**config.mk**
```make
export PLATFORM = sky130hd
export DESIGN_NAME = mac_kbd_sequencer
export DESIGN_NICKNAME = d
export VERILOG_FILES = /design/src/rtl/mac_kbd_sequencer.sv
export SDC_FILE = /design/constraint.sdc
export NUM_CORES = 1
export LEC_CHECK = 0
export CORE_ASPECT_RATIO = 1.5
export CORE_MARGIN = 2
export CORE_UTILIZATION = 25
export CTS_CLUSTER_SIZE = 10
export DETAILED_ROUTE_END_ITERATION = 7
export GPL_TIMING_DRIVEN = 0
export SLEW_MARGIN = 30
export SYNTH_ARGS = -nofsm -noshare
export SYNTH_HDL_FRONTEND = slang
export SYNTH_SLANG_ARGS = --single-unit
export TNS_END_PERCENT = 20
```
**constraint.sdc**
```tcl
create_clock -name clk -period 2.5 [get_ports clk]
set_input_delay 0.25 -clock clk [delete_from_list [all_inputs] [get_ports clk]]
set_output_delay 0.25 -clock clk [all_outputs]
set_load 0.01 [all_outputs]
```
**src/rtl/mac_kbd_sequencer.sv**
```systemverilog
// mac_kbd_sequencer: keyboard transaction sequencer for the VIA shift register.
// Latches the command byte the host shifts out and decodes it. It then
// schedules the reply (queued key, null 8'h7B, model ID or ACK 8'h7D) and
// returns it as an SR load strobe after a delay that models the keyboard
// clocking 8 bits.
// Build option: define KBD_SEQ_FIFO_EN for a FIFO_DEPTH-entry key queue.
// Without it, a single holding register buffers one key.
module mac_kbd_sequencer #(
    parameter int         RESP_DELAY  = 16,
    parameter int         INQ_TIMEOUT = 196000,
    parameter logic [7:0] MODEL_ID    = 8'h0B,
    parameter int         FIFO_DEPTH  = 4
) (
    input  logic       clk,
    input  logic       reset,
    input  logic       cen,
    input  logic [7:0] cmd_data,
    input  logic       cmd_strobe,
    output logic [7:0] resp_data,
    output logic       resp_strobe,
    input  logic [7:0] key_code,
    input  logic       key_valid,
    output logic       key_ready,
    output logic       busy,
    output logic       cmd_drop
);

    localparam int TW = $clog2(INQ_TIMEOUT + 1);
    localparam int DW = $clog2(RESP_DELAY + 1);

    localparam logic [7:0] CMD_INQUIRY = 8'h10;
    localparam logic [7:0] CMD_INSTANT = 8'h14;
    localparam logic [7:0] CMD_MODEL   = 8'h16;
    localparam logic [7:0] CMD_TEST    = 8'h36;
    localparam logic [7:0] RESP_NULL   = 8'h7B;
    localparam logic [7:0] RESP_ACK    = 8'h7D;

    typedef enum logic [2:0] {IDLE, DECODE, WAIT_KEY, DELAY, STROBE} stateT;

    stateT          state, stateNext;
    logic [7:0]     cmdReg;
    logic [TW-1:0]  timer;
    logic [DW-1:0]  delayCnt;
    logic [7:0]     respData, respNext;
    logic           respLoad;
    logic           queuePush, queuePop, queueFlush, queueEmpty;
    logic [7:0]     queueHead;

    assign queuePush = key_valid && key_ready;

    // State, command latch, counters and reply register; counters restart on every state entry
    always_ff @(posedge clk or posedge reset) begin
        if (reset) begin
            state    <= IDLE;
            cmdReg   <= 8'h00;
            timer    <= '0;
            delayCnt <= '0;
            respData <= 8'h00;
        end else if (cen) begin
            state <= stateNext;
            if (state == IDLE && cmd_strobe)
                cmdReg <= cmd_data;
            timer    <= (state == WAIT_KEY && stateNext == WAIT_KEY) ? timer + 1'b1 : '0;
            delayCnt <= (state == DELAY && stateNext == DELAY) ? delayCnt + 1'b1 : '0;
            if (respLoad)
                respData <= respNext;
        end
    end

    // Next state, reply selection and queue pop/flush requests
    always_comb begin
        stateNext  = state;
        respLoad   = 1'b0;
        respNext   = respData;
        queuePop   = 1'b0;
        queueFlush = 1'b0;
        case (state)
            IDLE: begin
                if (cmd_strobe)
                    stateNext = DECODE;
            end
            DECODE: begin
                case (cmdReg)
                    CMD_INQUIRY: stateNext = WAIT_KEY;
                    CMD_INSTANT: begin
                        respLoad  = 1'b1;
                        stateNext = DELAY;
                        if (!queueEmpty) begin
                            respNext = queueHead;
                            queuePop = 1'b1;
                        end else begin
                            respNext = RESP_NULL;
                        end
                    end
                    CMD_MODEL: begin
                        respLoad   = 1'b1;
                        respNext   = MODEL_ID;
                        queueFlush = 1'b1;
                        stateNext  = DELAY;
                    end
                    CMD_TEST: begin
                        respLoad  = 1'b1;
                        respNext  = RESP_ACK;
                        stateNext = DELAY;
                    end
                    default: stateNext = IDLE;
                endcase
            end
            WAIT_KEY: begin
                // A key arriving on the timeout cycle takes priority over the null reply
                if (!queueEmpty) begin
                    respLoad  = 1'b1;
                    respNext  = queueHead;
                    queuePop  = 1'b1;
                    stateNext = DELAY;
                end else if (timer == TW'(INQ_TIMEOUT - 1)) begin
                    respLoad  = 1'b1;
                    respNext  = RESP_NULL;
                    stateNext = DELAY;
                end
            end
            DELAY: begin
                if (delayCnt == DW'(RESP_DELAY - 1))
                    stateNext = STROBE;
            end
            STROBE:  stateNext = IDLE;
            default: stateNext = IDLE;
        endcase
    end

    // Status outputs decoded from state; strobes stretch over cen=0 clocks
    always_comb begin
        busy        = (state != IDLE);
        resp_strobe = (state == STROBE);
        cmd_drop    = cmd_strobe && (state != IDLE);
        resp_data   = respData;
    end

`ifdef KBD_SEQ_FIFO_EN
    localparam int AW = (FIFO_DEPTH > 1) ? $clog2(FIFO_DEPTH) : 1;

    logic [7:0]    mem [FIFO_DEPTH];
    logic [AW-1:0] rdPtr, wrPtr;
    logic [AW:0]   count;

    assign queueEmpty = (count == '0);
    assign key_ready  = (count != (AW + 1)'(FIFO_DEPTH));
    assign queueHead  = mem[rdPtr];

    // Queue pointers and occupancy; a flush wins over a simultaneous push
    always_ff @(posedge clk or posedge reset) begin
        if (reset) begin
            rdPtr <= '0;
            wrPtr <= '0;
            count <= '0;
        end else if (cen) begin
            if (queueFlush) begin
                rdPtr <= '0;
                wrPtr <= '0;
                count <= '0;
            end else begin
                if (queuePush) wrPtr <= wrPtr + 1'b1;
                if (queuePop)  rdPtr <= rdPtr + 1'b1;
                if (queuePush && !queuePop)      count <= count + 1'b1;
                else if (!queuePush && queuePop) count <= count - 1'b1;
            end
        end
    end

    // Queue storage needs no reset; occupancy decides what is valid
    always_ff @(posedge clk) begin
        if (cen && queuePush)
            mem[wrPtr] <= key_code;
    end
`else
    logic [7:0] holdReg;
    logic       holdValid;
    // FIFO_DEPTH has no meaning for the single-register buffer
    logic       unusedDepth;
    assign unusedDepth = ^32'(FIFO_DEPTH);

    assign queueEmpty = !holdValid;
    assign key_ready  = !holdValid;
    assign queueHead  = holdReg;

    // Single-key holding register; a flush wins over a simultaneous push
    always_ff @(posedge clk or posedge reset) begin
        if (reset) begin
            holdReg   <= 8'h00;
            holdValid <= 1'b0;
        end else if (cen) begin
            if (queueFlush) begin
                holdValid <= 1'b0;
            end else if (queuePush) begin
                holdReg   <= key_code;
                holdValid <= 1'b1;
            end else if (queuePop) begin
                holdValid <= 1'b0;
            end
        end
    end
`endif

endmodule

```
**After elaboration in Yosys (flattened, before gate mapping)**

Index checks and enable logic that the tools add are counted.

- Word-level logic and storage cells: 64
- Register bits after elaboration: 51
- Output and inout port bits: 12

- Multiplexer cells: 25
- Eq/ne operators: 14
- Reduce and logical (&&, ||, !) cells: 15
- Add/sub/neg operators: 2
- Bitwise gates (word level): 1

Operators by type and width:

| kind | count |
|---|---|
| equality test 8 x 5 -> 1 bit, second input constant | 3 |
| two-way mux 8 bit | 3 |
| one-hot mux 8 bit (3 select lines) | 1 |
| adder 18 x 1 -> 18 bit, second input constant | 1 |
| equality test 18 bit, second input constant | 1 |
| two-way mux 18 bit | 1 |
| one-hot mux 8 bit (2 select lines) | 1 |
| equality test 3 x 2 -> 1 bit, second input constant | 4 |
| two-way mux 3 bit | 4 |
| one-hot mux 3 bit (4 select lines) | 1 |
| two-way mux 1 bit | 10 |
| equality test 8 x 6 -> 1 bit, second input constant | 1 |
| nonzero test 3 bit | 2 |
| adder 5 x 1 -> 5 bit, second input constant | 1 |
| equality test 5 x 4 -> 1 bit, second input constant | 1 |
| logical AND 1 bit | 5 |
| two-way mux 5 bit | 1 |
| AND reduction 5 bit | 1 |
| != test 4 x 2 -> 1 bit, second input constant | 1 |
| one-hot mux 1 bit (2 select lines) | 2 |
| one-hot mux 2 bit (2 select lines) | 1 |
| AND reduction 2 bit | 2 |
| equality test 3 x 1 -> 1 bit, second input constant | 1 |
| equality test 3 bit, second input constant | 1 |
| other kinds (7) | 7 |

**Depth between registers and ports, before layout**

- Depth in word-level cells: 7
- Mapped depth: 8
- Gate-level depth less buffers: 7

**Worst setup path before layout**

Ideal clock, no wire load.

- Path type: flip-flop to flip-flop
- Start point: register timer[0]
- End point: register respData[2], in the netlist resp_data[2]
- Stages on the path, launching flop included: 8
- Setup time: 126 ps
- Period minus slack after synthesis: 2,204 ps
- Required time: 2,374 ps
- Data arrival time: 2,078 ps
- Slack: 296 ps
- Path through: dfrtp_1 -> ha_1 -> nand2_1 -> or4_4 -> or3_4 -> and2_4 -> buf_6 -> o32a_1

- Longest elaborated chain between the ends: 5
- Elaborated cells between the ends (all ways): 6
- Those cells by class: eq/ne (2); mux (3); reduce/logical (1)

Ends and longest elaborated chain:

| item | line | text |
|---|---|---|
| start: declaration | 42 | `logic [TW-1:0] timer;` |
| start signal: assignment | 63 | `timer <= (state == WAIT_KEY && stateNext == WAIT_KEY) ? timer + 1'b1 : '0;` |
| equality test 18 bit * | 116 | `end else if (timer == TW'(INQ_TIMEOUT - 1)) begin` |
| two-way mux 1 bit | 116 |  |
| two-way mux 1 bit | 111 | `if (!queueEmpty) begin` |
| one-hot mux 1 bit (2 select lines) | 77 | `case (state)` |
| AND reduction 5 bit (no source line) * | -- |  |
| end signal: assignment | 66 | `respData <= respNext;` |
| end: declaration | 44 | `logic [7:0] respData, respNext;` |

Mark *: on every way between the ends. The rest lies on a longest branch, timed or not.
A chain may end at the register's enable or synchronous reset.

**Worst setup path in the final report**

Same ends and word-level chain as after synthesis.

==> results.sh <==
export IMPL_synthCells=230
export IMPL_final_nets=294
export IMPL_tightest_slew_ps=495
export IMPL_initial_core_util_pct=25.5
export IMPL_p_clk_share_pct=24.8
export IMPL_final_util_pct=32.1
export IMPL_clock_sinks=51
export IMPL_p_sw_share_pct=30.2
export IMPL_routed_wl_um=5260
export IMPL_hold_buffers=0
export IMPL_ys_top_cells_by_count="51 x dfrtp_1, 25 x nor2_1, 18 x mux2_2"
export IMPL_slew_violations=0
export IMPL_intPower_uw=1890
export IMPL_path_max_fanout=6
export IMPL_fin_area_sq_um=3090
export IMPL_yosysSeqAreaShare_pct=52.0
export IMPL_cp_arrival_ps=2530
export IMPL_drtIter0Drc=139
export IMPL_antenna_left=0
export IMPL_netlist_area_sq_um=2450
export IMPL_cts_buffer_depth=2
export IMPL_seqPwrFrac_pct=45.5
export IMPL_hp_class="in2async"
export IMPL_cts_setup_buffers=0
export IMPL_grt_pass1_wl_um=8950
export IMPL_path_clk_slew_ps=70
export IMPL_track_usage_pct=10.3
export IMPL_multi_input_area_sq_um=1100
export IMPL_h_tree_depth=2
export IMPL_cts_root_buffer="clkbuf_16"
export IMPL_overflow=0
export IMPL_io_pins=33
export IMPL_period_needed_ps=2360
export IMPL_synthFlopType="dfrtp_1"
export IMPL_synth_seq_cells=51
export IMPL_cts_inserted_buffers=5
export IMPL_post_drt_wl_per_cell_um=13.6
export IMPL_synth_cell_types=44
export IMPL_synth_area_leaders="dfrtp_1 52%, mux2_2 8.3%, nor2_1 3.8%, xor2_1 2.9%, nand2_1 2.4%"
export IMPL_syn_to_final_growth_pct=26.0
export IMPL_drive_gt1_share_pct=14.8
export IMPL_n_antenna_cell=0
export IMPL_cp_end_kind="flip-flop"
export IMPL_async_flop_share_pct=100
export IMPL_p_leak_uw=0.00130
export IMPL_p_sw_uw=818
export IMPL_dp_hpwl_um=3850
export IMPL_ir_drop_mv=0.332
export IMPL_dpl_cell_area_sq_um=2950
export IMPL_required_ps=2680
export IMPL_dr_pass1_iters=4
export IMPL_synth_area_per_cell_sq_um=10.7
export IMPL_die_area_sq_um=10600
export IMPL_status="completed"
export IMPL_p_total_uw=2710
export IMPL_ff_latch_area_sq_um=1280
export IMPL_pwr_density_cell_nw_per_um2=874
export IMPL_gp_congestion=0.795
export IMPL_synth_nets=254
export IMPL_finClkSkew_ps=7.59
export IMPL_p_comb_share_pct=29.8
export IMPL_grt_max_degree=52
export IMPL_die_w_um=84.9
export IMPL_synth_area_leader_cell="dfrtp_1"
export IMPL_nFillCells=951
export IMPL_portBuffers=32
export IMPL_clock_latency_ps=290
export IMPL_criticalPathCategory="reg2reg"
export IMPL_rows=44
export IMPL_synth_edf_count=0
export IMPL_cp_start_kind="flip-flop"
export IMPL_via_per_inst=4.77
export IMPL_period_share_pct=94.2
export IMPL_grt_pass1_vias=1841
export IMPL_timing_fmax_ghz=0.424
export IMPL_hold_viol=0
export IMPL_synth_most_common_cell="dfrtp_1"
export IMPL_yosysWarnings=0
export IMPL_antenna_found_initial=0
export IMPL_maxCapViolations=0
export IMPL_vias=1843
export IMPL_rsz0062_at_grt="false"
export IMPL_core_area_sq_um=9630
export IMPL_timing_slew_headroom_pct=66.8
export IMPL_tritoncts="built"
export IMPL_drc=0
export IMPL_die_h_um=125
export IMPL_finalSetupViolations=0
export IMPL_synth_top_cell_area_share_pct=52.0
## layer usage
layer | routed length, um | GRT usage [%]
met5 | 0 | 0
met2 | 2670 | 17.5
met3 | 174 | 2.05
met4 | 121 | 5.04
met1 | 2300 | 12.4
## cell usage in the layout (no fill, tap or decap), types with 3 or more instances in the layout
| cell type | count |
|---|---|
| nor2_1 | 25 |
| o211ai_1 | 3 |
| o22ai_1 | 5 |
| clkdlybuf4s50_1 | 32 |
| nand4_1 | 5 |
| nor4bb_1 | 3 |
| and2_1 | 3 |
| ha_1 | 3 |
| o32a_1 | 3 |
| xnor2_1 | 6 |
| and3_1 | 6 |
| o21ai_0 | 9 |
| nand3_1 | 10 |
| and4_1 | 4 |
| clkbuf_1 | 4 |
| inv_1 | 12 |
| o2bb2ai_1 | 3 |
| a21oi_1 | 4 |
| clkbuf_16 | 5 |
| mux2_2 | 18 |
| nand2_1 | 16 |
| xor2_1 | 8 |
| dfrtp_1 | 51 |
## cell type report
type                       instances  area share [%]
buffer                             6            1.09
clock inverter                     2           0.404
inverter                          13            1.66
timing repair buffer              33            11.2
multi-input combinational        160            35.5
clock buffer                       6            4.16
sequential                        51            41.2
tap                              115            4.65
## final timing paths
path | cells past startpoint | end | from | slack (ps)
worst max-delay path | 7 | resp_data[2]$_DFFE_PP0P_ | timer[0]$_DFFE_PP0P_ | 140
worst min-delay path | 3 | timer[12]$_DFFE_PP0P_ | reset | 350
worst max register to register | 7 | resp_data[2]$_DFFE_PP0P_ | timer[0]$_DFFE_PP0P_ | 140
worst min register to register | 1 | cmdReg[6]$_DFFE_PP0P_ | cmdReg[6]$_DFFE_PP0P_ | 510
max in group asynchronous | 3 | holdValid$_DFFE_PP0P_ | reset | 1920
min in group clk | 1 | cmdReg[6]$_DFFE_PP0P_ | cmdReg[6]$_DFFE_PP0P_ | 510
## power groups by stage
stage               Clock (uW)  Sequential [uW]  Combinational (uW)
detailed placement           0             1250                 811
floorplan                    0             1230                 479
global placement             0             1240                 789
CTS                        686             1230                 813
finish                     670             1230                 805
global route               719             1260                 890
## flip-flops by register name, summed over array words and instances (netlist names)
signal / flops
holdValid: 1
state: 3
delayCnt: 5
timer: 18
resp_data: 8
holdReg: 8
cmdReg: 8
## metrics by stage
stage / setup TNS, ps / hold slack [ps] / cells / setup slack [ps]
6_report: 0 / 349 / 386 / 144
5_1_grt: 0 / 386 / 386 / 42.5
4_1_cts: 0 / 361 / 386 / 146
3_5_place_dp: -8.14 / 494 / 378 / -4.11
3_3_place_gp: 0 / 474 / 377 / 25.9
2_1_floorplan: 0 / 401 / 230 / 296
## timing repair
| action | 4_1_cts | 5_1_grt |
|---|---|---|
| resized for setup | 1 | 1 |
| setup endpoints to repair | 10 | 10 |
| pin swaps | 0 | 0 |
## worst max-delay path, cell delays in order (launching register included)
cell	delay [ps]
dfrtp_1	410
ha_1	240
nand2_1	70
or4_4	490
or3_4	410
and2_4	170
buf_6	120
o32a_1	340
## kinds of logic (layout without fill, tap and decap cells)
kind of cell               count (synthesis)  after routing  synth area share [%]
AOI/OAI and AO/OA                         35             35                  9.58
buffers and inverters                     19             60                  3.36
DFF                                       51             51                  52.0
adders and majority gates                  3              3                  1.53
and+or+nand+nor                           89             89                  19.9
xor gates and xnor gates                  14             14                  5.00
muxes                                     19             19                  8.66
Power figures use the tool's default switching activity.
